$ cat config.mk
export PLATFORM = sky130hd
export DESIGN_NAME = pipe_hazard_ctrl_flat
export DESIGN_NICKNAME = d
export VERILOG_FILES = /design/src/rtl/pipe_hazard_ctrl_if.sv /design/src/rtl/pipe_hazard_ctrl.sv /design/src/flat_wrapper.sv
export SDC_FILE = /design/constraint.sdc
export NUM_CORES = 1
export LEC_CHECK = 0
export CORE_UTILIZATION = 50
export DETAILED_ROUTE_END_ITERATION = 10
export PLACE_DENSITY_LB_ADDON = 0.3
export SLEW_MARGIN = 20
export SYNTH_ARGS = -nofsm -noshare
export SYNTH_HDL_FRONTEND = slang
export SYNTH_SLANG_ARGS = --single-unit
$ cat constraint.sdc
create_clock -name clock -period 3.47 [get_ports clock]
set_input_delay 0.5205 -clock clock [delete_from_list [all_inputs] [get_ports clock]]
set_output_delay 0.5205 -clock clock [all_outputs]
set_load 0.01 [all_outputs]
$ cat src/rtl/pipe_hazard_ctrl_if.sv
`default_nettype none
// ============================================================================
//  Module      : pipe_hazard_ctrl_if
//  Description : ID-stage hazard bundle between the pipeline and the hazard
//                controller. Carries the register compare inputs, the MDU
//                request inputs and the forwarding/stall/MDU outputs.
//  Revision    : 1.0 - initial release
// ============================================================================
interface pipe_hazard_ctrl_if #(
    parameter int CNT_W = 32
);
    // ID stage
    logic             id_valid;
    logic [4:0]       rs;
    logic [4:0]       rt;
    logic             use_rs;
    logic             use_rt;
    // EXE stage
    logic [4:0]       ern;
    logic             ewreg;
    logic             em2reg;
    // MEM stage
    logic [4:0]       mrn;
    logic             mwreg;
    logic             mm2reg;
    // MDU requests from ID
    logic             id_mdu_op;
    logic             id_mdu_div;
    logic             id_hilo_rd;
    // Controller outputs
    logic [1:0]       fwda;
    logic [1:0]       fwdb;
    logic             wpcir;
    logic             bubble;
    logic             mdu_start;
    logic             mdu_busy;
    logic             mdu_done;
    logic [CNT_W-1:0] stall_cnt;

    // Pipeline side: drives the stage information, consumes the controls
    modport master (
        output id_valid, rs, rt, use_rs, use_rt,
        output ern, ewreg, em2reg, mrn, mwreg, mm2reg,
        output id_mdu_op, id_mdu_div, id_hilo_rd,
        input  fwda, fwdb, wpcir, bubble,
        input  mdu_start, mdu_busy, mdu_done, stall_cnt
    );

    // Hazard controller side
    modport slave (
        input  id_valid, rs, rt, use_rs, use_rt,
        input  ern, ewreg, em2reg, mrn, mwreg, mm2reg,
        input  id_mdu_op, id_mdu_div, id_hilo_rd,
        output fwda, fwdb, wpcir, bubble,
        output mdu_start, mdu_busy, mdu_done, stall_cnt
    );
endinterface
`default_nettype wire

$ cat src/rtl/pipe_hazard_ctrl.sv
`default_nettype none
// ============================================================================
//  Module      : pipe_hazard_ctrl
//  Description : Forwarding select, load-use interlock and multi-cycle MDU
//                scheduler for a 5-stage pipeline. Counts stalled cycles
//                with a saturating performance counter.
//  Revision    : 1.0 - initial release
// ============================================================================
module pipe_hazard_ctrl #(
    parameter int MUL_CYCLES = 4,
    parameter int DIV_CYCLES = 32,
    parameter int CNT_W      = 32
) (
    input  logic              clock,
    input  logic              reset,
    pipe_hazard_ctrl_if.slave bus
);

    typedef enum logic [0:0] {
        S_IDLE = 1'b0,
        S_BUSY = 1'b1
    } state_t;

    // Down-counter load values: busy lasts N cycles, counting N-1 .. 0
    localparam logic [5:0]       c_MUL_LOAD = 6'(MUL_CYCLES - 1);
    localparam logic [5:0]       c_DIV_LOAD = 6'(DIV_CYCLES - 1);
    localparam logic [CNT_W-1:0] c_CNT_MAX  = {CNT_W{1'b1}};
    localparam logic [CNT_W-1:0] c_CNT_ONE  = {{(CNT_W-1){1'b0}}, 1'b1};

    state_t           r_state;
    state_t           w_state_nxt;
    logic [5:0]       r_cnt;
    logic [5:0]       w_cnt_nxt;
    logic [CNT_W-1:0] r_stall_cnt;
    logic [1:0]       w_fwda;
    logic [1:0]       w_fwdb;
    logic             w_luh;
    logic             w_mh;
    logic             w_stall;
    logic             w_busy;
    logic             w_start;
    logic             w_done;

    // EXE ALU result beats MEM; loads in EXE cannot forward; r0 never forwards
    function automatic logic [1:0] fwd_sel(input logic [4:0] src);
        logic [1:0] sel;
        sel = 2'b00;
        if (bus.ewreg && (bus.ern == src) && (src != 5'd0) && !bus.em2reg)
            sel = 2'b01;
        else if (bus.mwreg && (bus.mrn == src) && (src != 5'd0))
            sel = bus.mm2reg ? 2'b11 : 2'b10;
        return sel;
    endfunction

    // Operand forwarding and hazard detection; reset forces a held, bubbled ID
    always_comb begin
        w_fwda  = reset ? 2'b00 : fwd_sel(bus.rs);
        w_fwdb  = reset ? 2'b00 : fwd_sel(bus.rt);
        w_luh   = bus.id_valid && bus.ewreg && bus.em2reg && (bus.ern != 5'd0) &&
                  ((bus.use_rs && (bus.ern == bus.rs)) ||
                   (bus.use_rt && (bus.ern == bus.rt)));
        w_busy  = (r_state == S_BUSY) && !reset;
        w_mh    = bus.id_valid && (bus.id_mdu_op || bus.id_hilo_rd) && w_busy;
        w_stall = reset || w_luh || w_mh;
    end

    // MDU sequencer next state; a load-use stall defers the launch one cycle
    always_comb begin
        w_state_nxt = r_state;
        w_cnt_nxt   = r_cnt;
        w_start     = 1'b0;
        w_done      = 1'b0;
        case (r_state)
            S_IDLE: begin
                if (!reset && bus.id_valid && bus.id_mdu_op && !w_luh) begin
                    w_start     = 1'b1;
                    w_state_nxt = S_BUSY;
                    w_cnt_nxt   = bus.id_mdu_div ? c_DIV_LOAD : c_MUL_LOAD;
                end
            end
            S_BUSY: begin
                if (r_cnt == 6'd0) begin
                    w_done      = !reset;
                    w_state_nxt = S_IDLE;
                end else begin
                    w_cnt_nxt = r_cnt - 6'd1;
                end
            end
            default: begin
                w_state_nxt = S_IDLE;
                w_cnt_nxt   = 6'd0;
            end
        endcase
    end

    // MDU sequencer state and busy counter
    always_ff @(posedge clock or posedge reset) begin
        if (reset) begin
            r_state <= S_IDLE;
            r_cnt   <= 6'd0;
        end else begin
            r_state <= w_state_nxt;
            r_cnt   <= w_cnt_nxt;
        end
    end

    // Saturating count of cycles in which PC and IF/ID were held
    always_ff @(posedge clock or posedge reset) begin
        if (reset) begin
            r_stall_cnt <= '0;
        end else if (w_stall && (r_stall_cnt != c_CNT_MAX)) begin
            r_stall_cnt <= r_stall_cnt + c_CNT_ONE;
        end
    end

    assign bus.fwda      = w_fwda;
    assign bus.fwdb      = w_fwdb;
    assign bus.wpcir     = !w_stall;
    assign bus.bubble    = w_stall;
    assign bus.mdu_start = w_start;
    assign bus.mdu_busy  = w_busy;
    assign bus.mdu_done  = w_done;
    assign bus.stall_cnt = r_stall_cnt;

endmodule
`default_nettype wire

$ cat src/flat_wrapper.sv
// flat-port wrapper written by rule: the top's interface ports become plain ports
module pipe_hazard_ctrl_flat 
#(
    parameter int MUL_CYCLES = 4,
    parameter int DIV_CYCLES = 32,
    parameter int CNT_W      = 32
)
  (clock, reset, bus_id_valid, bus_rs, bus_rt, bus_use_rs, bus_use_rt, bus_ern, bus_ewreg, bus_em2reg, bus_mrn, bus_mwreg, bus_mm2reg, bus_id_mdu_op, bus_id_mdu_div, bus_id_hilo_rd, bus_fwda, bus_fwdb, bus_wpcir, bus_bubble, bus_mdu_start, bus_mdu_busy, bus_mdu_done, bus_stall_cnt);
  pipe_hazard_ctrl_if #(.CNT_W(CNT_W)) bus_i ();
  input  logic clock;
  input  logic reset;
  input wire logic [$bits(bus_i.id_valid)-1:0] bus_id_valid;
  input wire logic [$bits(bus_i.rs)-1:0] bus_rs;
  input wire logic [$bits(bus_i.rt)-1:0] bus_rt;
  input wire logic [$bits(bus_i.use_rs)-1:0] bus_use_rs;
  input wire logic [$bits(bus_i.use_rt)-1:0] bus_use_rt;
  input wire logic [$bits(bus_i.ern)-1:0] bus_ern;
  input wire logic [$bits(bus_i.ewreg)-1:0] bus_ewreg;
  input wire logic [$bits(bus_i.em2reg)-1:0] bus_em2reg;
  input wire logic [$bits(bus_i.mrn)-1:0] bus_mrn;
  input wire logic [$bits(bus_i.mwreg)-1:0] bus_mwreg;
  input wire logic [$bits(bus_i.mm2reg)-1:0] bus_mm2reg;
  input wire logic [$bits(bus_i.id_mdu_op)-1:0] bus_id_mdu_op;
  input wire logic [$bits(bus_i.id_mdu_div)-1:0] bus_id_mdu_div;
  input wire logic [$bits(bus_i.id_hilo_rd)-1:0] bus_id_hilo_rd;
  output wire logic [$bits(bus_i.fwda)-1:0] bus_fwda;
  output wire logic [$bits(bus_i.fwdb)-1:0] bus_fwdb;
  output wire logic [$bits(bus_i.wpcir)-1:0] bus_wpcir;
  output wire logic [$bits(bus_i.bubble)-1:0] bus_bubble;
  output wire logic [$bits(bus_i.mdu_start)-1:0] bus_mdu_start;
  output wire logic [$bits(bus_i.mdu_busy)-1:0] bus_mdu_busy;
  output wire logic [$bits(bus_i.mdu_done)-1:0] bus_mdu_done;
  output wire logic [$bits(bus_i.stall_cnt)-1:0] bus_stall_cnt;
  assign bus_i.id_valid = bus_id_valid;
  assign bus_i.rs = bus_rs;
  assign bus_i.rt = bus_rt;
  assign bus_i.use_rs = bus_use_rs;
  assign bus_i.use_rt = bus_use_rt;
  assign bus_i.ern = bus_ern;
  assign bus_i.ewreg = bus_ewreg;
  assign bus_i.em2reg = bus_em2reg;
  assign bus_i.mrn = bus_mrn;
  assign bus_i.mwreg = bus_mwreg;
  assign bus_i.mm2reg = bus_mm2reg;
  assign bus_i.id_mdu_op = bus_id_mdu_op;
  assign bus_i.id_mdu_div = bus_id_mdu_div;
  assign bus_i.id_hilo_rd = bus_id_hilo_rd;
  assign bus_fwda = bus_i.fwda;
  assign bus_fwdb = bus_i.fwdb;
  assign bus_wpcir = bus_i.wpcir;
  assign bus_bubble = bus_i.bubble;
  assign bus_mdu_start = bus_i.mdu_start;
  assign bus_mdu_busy = bus_i.mdu_busy;
  assign bus_mdu_done = bus_i.mdu_done;
  assign bus_stall_cnt = bus_i.stall_cnt;
  pipe_hazard_ctrl #(.MUL_CYCLES(MUL_CYCLES), .DIV_CYCLES(DIV_CYCLES), .CNT_W(CNT_W)) u_core (.clock(clock), .reset(reset), .bus(bus_i));
endmodule
# After elaboration in Yosys (flattened, before gate mapping)
# Index checks and enable logic that the tools add are counted.
# Widths: inputs -> output; s select.
[op_classes]
n_addsub = 2
eq_ne = 7
n_mux = 17
bitwise = 1
reduce_logical = 36
[ops]
columns = ["operator", "n"]
rows = [
  ["$add 32x1->32 const B", 1],
  ["$ne 32x32->1 const B", 1],
  ["$logic_and 1x1->1", 23],
  ["$eq 5x5->1", 4],
  ["$reduce_bool 5->1", 3],
  ["$mux 2", 6],
  ["$mux 6", 2],
  ["$pmux 6 s2", 1],
  ["$logic_not 6->1", 1],
  ["$mux 1", 6],
  ["$sub 6x1->6 const B", 1],
  ["$mux 5", 1],
  ["$logic_not 1->1", 4],
  ["$logic_or 1x1->1", 4],
  ["$ne 2x1->1 const B", 1],
  ["$ne 2x2->1 const B", 1],
  ["$pmux 1 s2", 1],
  ["$reduce_and 2->1", 1],
  ["$not 1->1", 1],
]
[totals]
ff_bits = 39
output_inout_bits = 41
elab_cells = 66

# Longest topological paths before layout
[depth]
ltp_word = 8
mapped_depth = 8
ltp_nobuf = 8

# Least setup slack after synthesis
# OpenSTA, ideal clock, no wires.
[synth_timing]
path_kind = "in2reg"
startpoint = "input port reset"
endpoint = "register u_core.r_stall_cnt[1], in the netlist u_core.bus.stall_cnt[1]"
setup_ns = 0.125
t_arrival_ns = 2.511
path_slack_ns = 0.834
path_stages = 5
n_path_buf = 1
cell_sequence = "inv_1 > nand2_1 > o2bb2ai_2 > buf_2 > mux2_2"
[synth_between]
elab_chain_cells = 5
[synth_lines]
columns = ["item", "line_no", "source"]
rows = [
  ["from (decl)", "flat_wrapper.sv:11", "input logic reset;"],
  ["$logic_not 1->1", "pipe_hazard_ctrl.sv:62", "w_busy = (r_state == S_BUSY) && !reset;"],
  ["$logic_and 1x1->1", "pipe_hazard_ctrl.sv:62", ""],
  ["$logic_and 1x1->1", "pipe_hazard_ctrl.sv:63", "w_mh = bus.id_valid && (bus.id_mdu_op || bus.id_hilo_rd) && w_busy;"],
  ["$logic_or 1x1->1 *", "pipe_hazard_ctrl.sv:64", "w_stall = reset || w_luh || w_mh;"],
  ["$logic_and 1x1->1 *", "pipe_hazard_ctrl.sv:111", "end else if (w_stall && (r_stall_cnt != c_CNT_MAX)) begin"],
  ["to (signal assigned)", "pipe_hazard_ctrl.sv:112", "r_stall_cnt <= r_stall_cnt + c_CNT_ONE;"],
  ["to (decl)", "pipe_hazard_ctrl.sv:34", "logic [CNT_W-1:0] r_stall_cnt;"],
]
# Every way passes the cells marked *; elsewhere a longest branch is shown, timed or not.
# A chain may end at the register's enable or synchronous reset.

# Worst setup path after layout
[layout_timing]
startpoint = "input port bus_ern[1]"
endpoint = "output port bus_mdu_start"
[layout_between]
elab_chain_cells = 8
[layout_lines]
columns = ["item", "line_no", "source"]
rows = [
  ["from (decl)", "flat_wrapper.sv:17", "input wire logic [$bits(bus_i.ern)-1:0] bus_ern;"],
  ["$eq 5x5->1, on equally long branches", "pipe_hazard_ctrl.sv:60, pipe_hazard_ctrl.sv:61", ""],
  ["$logic_and 1x1->1, on equally long branches", "pipe_hazard_ctrl.sv:60, pipe_hazard_ctrl.sv:61", ""],
  ["$logic_or 1x1->1", "pipe_hazard_ctrl.sv:60", "((bus.use_rs && (bus.ern == bus.rs)) ||"],
  ["$logic_and 1x1->1 *", "pipe_hazard_ctrl.sv:59", "w_luh = bus.id_valid && bus.ewreg && bus.em2reg && (bus.ern != 5'd0) &&"],
  ["$logic_not 1->1 *", "pipe_hazard_ctrl.sv:75", "if (!reset && bus.id_valid && bus.id_mdu_op && !w_luh) begin"],
  ["$logic_and 1x1->1 *", "pipe_hazard_ctrl.sv:75", ""],
  ["$mux 1 *", "pipe_hazard_ctrl.sv:75", ""],
  ["$mux 1 *", "pipe_hazard_ctrl.sv:73", "case (r_state)"],
  ["to (decl)", "flat_wrapper.sv:30", "output wire logic [$bits(bus_i.mdu_start)-1:0] bus_mdu_start;"],
]
# Marked as above.

==> results.toml <==
[final_layout]
drive_gt1_share_pct = 4.615
area_growth_pct = 37.80
fillers = 337
multi_input_area_um2 = 1234
seq_area_um2 = 975.9
final_cell_mix = "clkdlybuf4s50_1, dfrtp_1, xor2_1"
final_common_cell = "clkdlybuf4s50_1"
postLayoutCoreUtil_pct = 71.89
nNetsFinal = 358
antenna_cells = 0
finalNonFillerCells = 377

[place]
gp_congestion = 0.9158
io_buffer_count = 72
place_inst = 369
dpl.hpwl_mm = 4.002

[clock_tree]
cts-root-buf = "clkbuf_8"
path_clk_slew_ns = 0.07
tritoncts = "yes"
cts_setup_buffers = 0
postCtsResizedCells = 0
cts.htree.levels = 2
cts_made_buffers = 5
cts.path.max_buffers = 2
clkLatencyLatePin_ns = 0.29
cts_num_sinks = 39
hold_buffers = 0

[drt]
drtAntennaViolNets = 0
viasPerCell = 5.520
drc = 0
drtIter0Drc = 94
dr.pass1.iters = 4
via_count = 2081
wl_per_cell_um = 14.43
wirelength_mm = 5.439

[run]
maxCapViolCount = 0

[global_routing]
gr-usage-all-layers_pct = 24.22
antenna_found_initial = 0
grt_pass1_vias = 2045
grt_pass1_wl_mm = 9.363
grt_start_max_net_pins = 40
grt-ovfl-total = 0

[floorplan]
die_h_um = 69.64
num_io_pins = 73
initial_core_util_pct = 52.17
rows = 24
dieArea_um2 = 4849
die_w_um = 69.64
core_area_um2 = 4384

[sta]
fin_skew_ns = 0.005650
rsz0062_at_grt = "false"
setup_violations = 0
final-hold-violation-count = 0
min_period_ns = 3.147
maxSlewViolCount = 0
finalCritPeriodShare_pct = 90.68
max_slew_margin_pct = 65.85
tightest_slew_ns = 0.5083
fin_tns_setup_ns = 0
fmax_mhz = 317.8

[setup_path]
criticalPathCategory = "in2out"
critPathLaunchType = "primary input"
crit_path_end_kind = "output pin"
reg2regPathDepth = 7
timing.critical_path.fanout_max = 7
critPathRequiredTime_ns = 2.95
arrival_ns = 2.63

[power_and_ir_drop]
finalPower_mw = 1.683
ir_worst_vdd_mv = 0.4719
leakagePower_nw = 1.284
p_per_area_nw_per_um2 = 534.0

[logic_synthesis]
synth_nets = 282
synthArstFlopShare_pct = 100.0
ys_seq_area_share_pct = 42.67
synth-seq-cells = 39
synth_ff_type = "dfrtp_1"
synth_edf_count = 0
yosysUniqueCellTypes = 35
synthCells = 248
syn_area_per_cell_um2 = 9.223
syn_area_um2 = 2287
yosysWarnings = 0

[worst_hold_path]
hold_class = "reg2reg"
hold_depth = 1

[run_status]
outcome = "completed"
synth_stat cells, types with 3 or more instances:
| cell type | instances | area [um^2] |
|---|---|---|
| dfrtp_1 | 39 | 975.9 |
| xor2_1 | 31 | 271.5 |
| nor3_1 | 25 | 125.1 |
| xnor2_1 | 23 | 201.4 |
| nor2_1 | 22 | 82.58 |
| nand3_1 | 20 | 100.1 |
| nand2_1 | 19 | 71.32 |
| inv_1 | 11 | 41.29 |
| nand4_1 | 8 | 50.05 |
| nor4_1 | 7 | 43.79 |
| and3_1 | 5 | 31.28 |
| o21ai_0 | 4 | 20.02 |
| nor2b_1 | 3 | 18.77 |
| o22ai_1 | 3 | 18.77 |
cells by family (layout without fill, tap and decap cells):
family,count (synthesis),after routing,synth area share (%)
xor+xnor,54,54,20.68
simple gates,118,118,26.10
buf+inv,16,93,3.391
flops,39,39,42.67
mux,2,2,0.9846
fa+ha+maj,2,2,1.094
compound gates,17,17,5.087
report_power, final:
group / switching [mW] / internal (mW) / total (mW) / leakage, nW
logic: 0.293 / 0.345 / 0.638 / 0.767
clock network: 0.149 / 0.181 / 0.330 / 0.0515
registers: 0.143 / 0.573 / 0.716 / 0.466
per-layer routing:
layer / vias up / global-route usage (%) / wire (um)
met5: - / 0 / 0
met4: 0 / 9.556 / 102
met3: 10 / 6.105 / 430
met2: 73 / 38.51 / 2473
met1: 981 / 31.81 / 2432
li1: 1017 / - / -
final cells by class:
| class | instances | share of cell area [%] |
|---|---|---|
| inverter | 11 | 1.310 |
| sequential | 39 | 30.96 |
| clock buffer | 8 | 3.176 |
| tap | 52 | 2.064 |
| multi-input combinational | 193 | 39.14 |
| timing repair buffer | 74 | 23.34 |
flip-flops by register name (all words and copies together) (netlist names):
register	flops
u_core.bus.stall_cnt	32
u_core.r_cnt	6
u_core.r_state	1
worst max-delay path, cell delays in order:
cell	delay (ns)
clkdlybuf4s50_1	0.50
xnor2_1	0.17
nand3_1	0.12
nor2_1	0.06
o21a_1	0.26
nor2_1	0.37
clkdlybuf4s50_1	0.62
through the flow:
step | cell area [um^2] | hold WS (ns) | worst slack, ns
final | 3152 | 0.5040 | 0.3235
after floorplan | 2287 | 0.4871 | 0.8342
after global placement | 3052 | 0.4760 | 0.3803
after global routing | 3152 | 0.5335 | 0.2573
after CTS | 3152 | 0.5042 | 0.3236
after detailed placement | 3052 | 0.4948 | 0.3369
worst paths after layout:
kind	startpoint	endpoint	slack [ns]
setup / recovery	bus_ern[1]	bus_mdu_start	0.32
hold / removal	u_core.bus.stall_cnt[10]	u_core.bus.stall_cnt[10]	0.50
setup reg to reg	u_core.bus.stall_cnt[3]	u_core.bus.stall_cnt[1]	0.89
hold reg to reg	u_core.bus.stall_cnt[10]	u_core.bus.stall_cnt[10]	0.50
max in group asynchronous	reset	u_core.bus.stall_cnt[29]	2.28
min in group asynchronous	reset	u_core.bus.stall_cnt[24]	0.86
Note: power is estimated with default switching activity, not from simulation.
